$ cat src/rtl/col_collision.sv
// Collision checker behind the column drawer: snapshots bird and openings on a
// check strobe, tests the four columns one per cycle, then reports hit and score.
module col_collision #(
  parameter int COL1_X     = 32,
  parameter int COL2_X     = 64,
  parameter int COL3_X     = 96,
  parameter int COL4_X     = 128,
  parameter int COL_WIDTH  = 2,
  parameter int UP_WIDTH   = 11,
  parameter int DOWN_WIDTH = 34,
  parameter int BIRD_W     = 2,
  parameter int BIRD_H     = 2
) (
  input  logic       clk,
  input  logic       clr,
  input  logic       done_col,
  input  logic [6:0] col1_op,
  input  logic [6:0] col2_op,
  input  logic [6:0] col3_op,
  input  logic [6:0] col4_op,
  input  logic       check,
  input  logic [7:0] bird_x,
  input  logic [6:0] bird_y,
  output logic       busy,
  output logic       result_valid,
  output logic       hit,
  output logic [7:0] score,
  output logic       game_over
);

  // state    | meaning
  // S_IDLE   | waiting for check with done_col
  // S_CHECK  | testing column k_q against the snapshot
  // S_REPORT | one-cycle result_valid, hit/score already updated
  // S_OVER   | sticky game over, left only through clr
  typedef enum logic [1:0] {S_IDLE, S_CHECK, S_REPORT, S_OVER} state_t;

  localparam logic [8:0] C1_X  = 9'(COL1_X);
  localparam logic [8:0] C2_X  = 9'(COL2_X);
  localparam logic [8:0] C3_X  = 9'(COL3_X);
  localparam logic [8:0] C4_X  = 9'(COL4_X);
  localparam logic [8:0] C_W   = 9'(COL_WIDTH);
  localparam logic [8:0] UP_W  = 9'(UP_WIDTH);
  localparam logic [8:0] DN_W  = 9'(DOWN_WIDTH);
  localparam logic [8:0] B_W   = 9'(BIRD_W);
  localparam logic [8:0] B_H   = 9'(BIRD_H);

  state_t      state_q, state_d;
  logic [1:0]  k_q, k_d;
  logic [7:0]  bx_q, bx_d;
  logic [6:0]  by_q, by_d;
  logic [6:0]  op_q [4];
  logic [6:0]  op_d [4];
  logic        acc_q, acc_d;
  logic [2:0]  pass_q, pass_d;
  logic        hit_q, hit_d;
  logic [7:0]  score_q, score_d;

  logic [8:0]  col_x, x9, y9, op9, lo9, hi9, sum9;
  logic [6:0]  op_sel;
  logic        overlap, outside, hit_k, pass_k;

  // Geometry for the column currently indexed, all in 9 bits so nothing wraps.
  always_comb begin
    col_x = C1_X;
    unique case (k_q)
      2'd0: col_x = C1_X;
      2'd1: col_x = C2_X;
      2'd2: col_x = C3_X;
      2'd3: col_x = C4_X;
    endcase
    op_sel  = op_q[k_q];
    x9      = {1'b0, bx_q};
    y9      = {2'b00, by_q};
    op9     = {2'b00, op_sel};
    lo9     = (op9 >= UP_W) ? (op9 - UP_W) : 9'd0;
    hi9     = op9 + DN_W;
    overlap = (x9 + B_W - 9'd1 >= col_x) && (x9 <= col_x + C_W - 9'd1);
    outside = (y9 < lo9) || (y9 + B_H - 9'd1 > hi9);
    hit_k   = (op_sel != 7'd0) && overlap && outside;
    pass_k  = (op_sel != 7'd0) && (x9 == col_x + C_W);
    sum9    = {1'b0, score_q} + {6'b0, pass_q} + {8'b0, pass_k};
  end

  always_ff @(posedge clk or negedge clr) begin
    if (!clr) begin
      state_q <= S_IDLE;
      k_q     <= 2'd0;
      bx_q    <= 8'd0;
      by_q    <= 7'd0;
      for (int i = 0; i < 4; i++) op_q[i] <= 7'd0;
      acc_q   <= 1'b0;
      pass_q  <= 3'd0;
      hit_q   <= 1'b0;
      score_q <= 8'd0;
    end else begin
      state_q <= state_d;
      k_q     <= k_d;
      bx_q    <= bx_d;
      by_q    <= by_d;
      for (int i = 0; i < 4; i++) op_q[i] <= op_d[i];
      acc_q   <= acc_d;
      pass_q  <= pass_d;
      hit_q   <= hit_d;
      score_q <= score_d;
    end
  end

  always_comb begin
    state_d      = state_q;
    k_d          = k_q;
    bx_d         = bx_q;
    by_d         = by_q;
    for (int i = 0; i < 4; i++) op_d[i] = op_q[i];
    acc_d        = acc_q;
    pass_d       = pass_q;
    hit_d        = hit_q;
    score_d      = score_q;
    busy         = 1'b0;
    result_valid = 1'b0;
    game_over    = 1'b0;

    unique case (state_q)
      S_IDLE: begin
        if (check && done_col) begin
          bx_d    = bird_x;
          by_d    = bird_y;
          op_d[0] = col1_op;
          op_d[1] = col2_op;
          op_d[2] = col3_op;
          op_d[3] = col4_op;
          acc_d   = 1'b0;
          pass_d  = 3'd0;
          k_d     = 2'd0;
          state_d = S_CHECK;
        end
      end
      S_CHECK: begin
        busy   = 1'b1;
        acc_d  = acc_q | hit_k;
        pass_d = pass_q + {2'b00, pass_k};
        k_d    = k_q + 2'd1;
        // Commit on the last column so hit/score are valid during result_valid.
        if (k_q == 2'd3) begin
          hit_d   = acc_q | hit_k;
          score_d = (sum9 > 9'd255) ? 8'd255 : sum9[7:0];
          state_d = S_REPORT;
        end
      end
      S_REPORT: begin
        busy         = 1'b1;
        result_valid = 1'b1;
        state_d      = hit_q ? S_OVER : S_IDLE;
      end
      S_OVER: begin
        game_over = 1'b1;
      end
      default: state_d = S_IDLE;
    endcase
  end

  assign hit   = hit_q;
  assign score = score_q;

endmodule

$ cat config.mk
export PLATFORM = sky130hd
export DESIGN_NAME = col_collision
export DESIGN_NICKNAME = d
export VERILOG_FILES = /design/src/rtl/col_collision.sv
export SDC_FILE = /design/constraint.sdc
export NUM_CORES = 1
export LEC_CHECK = 0
export CORE_MARGIN = 2
export CORE_UTILIZATION = 50
export CTS_BUF_LIST = sky130_fd_sc_hd__clkbuf_16
export DETAILED_ROUTE_END_ITERATION = 6
export GPL_TIMING_DRIVEN = 0
export PLACE_DENSITY = 0.75
export REMOVE_ABC_BUFFERS = 1
export SKIP_CTS_REPAIR_TIMING = 1
export SYNTH_ARGS = -nofsm -noshare
export SYNTH_HDL_FRONTEND = slang
export SYNTH_SLANG_ARGS = --single-unit
$ cat constraint.sdc
create_clock -name clk -period 4.2 [get_ports clk]
set_input_delay 0.84 -clock clk [delete_from_list [all_inputs] [get_ports clk]]
set_output_delay 0.84 -clock clk [all_outputs]
set_load 0.03 [all_outputs]
==> impl_metrics.json <==
{
  "wl_met1_um": 3550,
  "die_y_um": 89.6,
  "core_um2": 7180,
  "dp_cells": 468,
  "yosysMostFrequentCell": "dfrtp_1",
  "status": "complete, no violations",
  "p_int_mw": 2.42,
  "htreeDepth": 3,
  "ys.flop_type": "dfrtp_1",
  "gp_congestion": 0.835,
  "fmax_ghz": 0.255,
  "cp.required_ns": 4.45,
  "start_kind": "flop",
  "clock-sinks": 60,
  "seqPwrFrac_pct": 26.5,
  "drive_above_1_share_pct": 19.8,
  "avgSynthCellArea_um2": 11.6,
  "max_slew_margin_pct": 63.5,
  "n_fill_cell": 571,
  "die_area_um2": 8030,
  "endpoint_kind": "flop",
  "fin_nets": 465,
  "overflow": 0,
  "critical_path.startpoint": "k_q[0]",
  "maxSlewViolCount": 0,
  "cts_made_buffers": 9,
  "power_density_nw_per_um2": 875,
  "ir_worst_vdd_mv": 0.395,
  "ys_ff_latch": 60,
  "grt_start_max_net_pins": 42,
  "drc": 0,
  "cts_tree": "yes",
  "clkLatencyLatePin_ns": 0.33,
  "hpwl_um": 5730,
  "synthToLayoutAreaGrowth_pct": 26.5,
  "diodes": 0,
  "wl_met3_um": 238,
  "ff2ff_setup_slack_ns": 0.29,
  "synth_top_area_share_pct": 41.0,
  "worstPathMaxFanout": 11,
  "cap_violations": 0,
  "async_flop_share_pct": 100,
  "met2_length_um": 3650,
  "vias_per_cell": 5.47,
  "seq_area_frac_synth_pct": 41.0,
  "clkTransAtPathRegs_ns": 0.05,
  "period_share_pct": 93.2,
  "yosys_warnings": 0,
  "top_layer": "met4",
  "post-route-min-period_ns": 3.91,
  "antenna_found_initial": 0,
  "setup_violations": 0,
  "synth.largest_area_cell": "dfrtp_1",
  "ant_nets": 0,
  "wire_per_inst_um": 15.7,
  "whs_ns": 0.469,
  "final_hold_viol_count": 0,
  "r2r-start": "k_q[0]",
  "p_comb_share_pct": 56.4,
  "rsz0062_at_grt": "false",
  "synth_cells": 317,
  "die-width_um": 89.6,
  "grt_pass1_vias": 2614,
  "p_sw_share_pct": 40.5,
  "wl_um": 7590,
  "dr.pass1.iters": 4,
  "p_switching_mw": 1.64,
  "worst-setup-path-type": "flop to flop",
  "synthTopCellsByCount": "60 x dfrtp_1, 45 x mux2_2, 36 x ha_1",
  "initial_core_util_pct": 51.1,
  "synth.area.top_cells": "dfrtp_1 41%, mux2_2 14%, ha_1 12%",
  "grt_pass1_wl_um": 12400,
  "tightest_slew_ns": 0.543,
  "cp.arrival_ns": 4.16,
  "drt_iter0_drc": 107,
  "vias": 2641,
  "synthesis.area_um2": 3660,
  "p_clk_share_pct": 17.1,
  "skew_ns": 0.00544,
  "ioPinCount": 59,
  "root_buffer": "clkbuf_16",
  "synth-edff-count": 0,
  "final_util_pct": 64.6,
  "leakage_nw": 2.09,
  "synth_cell_types": 46,
  "fin_cells": 483,
  "gr-usage-all-layers_pct": 20.4,
  "clockBufferDepth": 2,
  "port_buffers": 58,
  "rows": 31,
  "hp-class": "input port to async pin"
}
final cells by class:
type	instances	area, um^2	share of cell area (%)
multi-input combinational	232	2050	44.3
sequential	60	1500	32.4
timing repair buffer	60	616	13.3
clock buffer	9	225	4.86
tap	99	124	2.67
inverter	17	63.8	1.38
clock inverter	6	50.0	1.08
final timing paths:
kind,cells after the start,endpoint
max in group asynchronous,2,k_q[0]
max,14,hit
max reg2reg,14,hit
min reg2reg,1,op_q[18]
min,1,op_q[23]
min in group clk,1,op_q[18]
layer usage:
| metal | GRT usage [%] | up-vias |
|---|---|---|
| met1 | 26.6 | 1304 |
| met3 | 4.20 | 10 |
| met2 | 33.6 | 48 |
| met5 | 0 | - |
| li1 | - | 1279 |
| met4 | 7.46 | 0 |
registers in the layout, indices dropped and copies added (netlist names):
name	count
op_q	28
bx_q	8
score	8
by_q	7
pass_q	3
k_q	2
state_q	2
acc_q	1
hit	1
layout by cell type (no fill, tap or decap), types with 3 or more instances in the layout:
cell / count
ha_1: 36
mux2_2: 45
a21o_1: 5
a22o_1: 4
a41oi_1: 3
xor2_1: 8
o21ai_0: 6
nand3_1: 18
xnor2_1: 10
and3_1: 5
dfrtp_1: 59
nand2_1: 18
inv_1: 20
clkdlybuf4s50_1: 57
nor2b_1: 3
nor2_1: 15
clkbuf_16: 9
a21oi_1: 15
mux4_2: 6
worst max-delay path, stage by stage (launching register included):
cell      delay, ns
dfrtp_2        0.56
mux4_2         0.66
ha_1           0.27
a21oi_1        0.20
nor2b_1        0.07
nor2_1         0.11
xor2_1         0.15
nand2_1        0.08
ha_1           0.29
or2_2          0.30
and3_1         0.20
or4b_1         0.51
a21boi_1       0.19
o31ai_2        0.09
a21oi_1        0.14
cell families (layout without fill, tap and decap cells):
family          count (synthesis)  after routing  share of synthesized area [%]
fa+ha+maj                      38             38                           13.4
flops                          60             60                           41.0
simple gates                   79             79                           11.7
mux                            52             52                           18.3
xor+xnor                       18             18                           4.30
compound gates                 45             45                           8.09
buf+inv                        25             92                           3.21
through the flow:
stage          instance area (um^2)  setup TNS (ns)  worst slack (ns)  total power, mW
3_5_place_dp                   4350          -0.547           -0.0987             3.34
4_1_cts                        4630          -0.808            -0.129             4.07
3_3_place_gp                   4310        -0.00456          -0.00456             3.22
2_1_floorplan                  3610               0             0.409             2.78
5_1_grt                        4630               0            0.0225             4.41
6_report                       4630               0             0.285             4.06
power groups by stage:
stage               clock network (mW)  registers [mW]  logic (mW)
floorplan                            0            1.01        1.77
global placement                     0            1.06        2.16
detailed placement                   0            1.08        2.26
CTS                              0.698            1.07        2.30
global route                     0.734            1.12        2.56
finish                           0.693            1.07        2.29
Note: power is estimated with default switching activity, not from simulation.
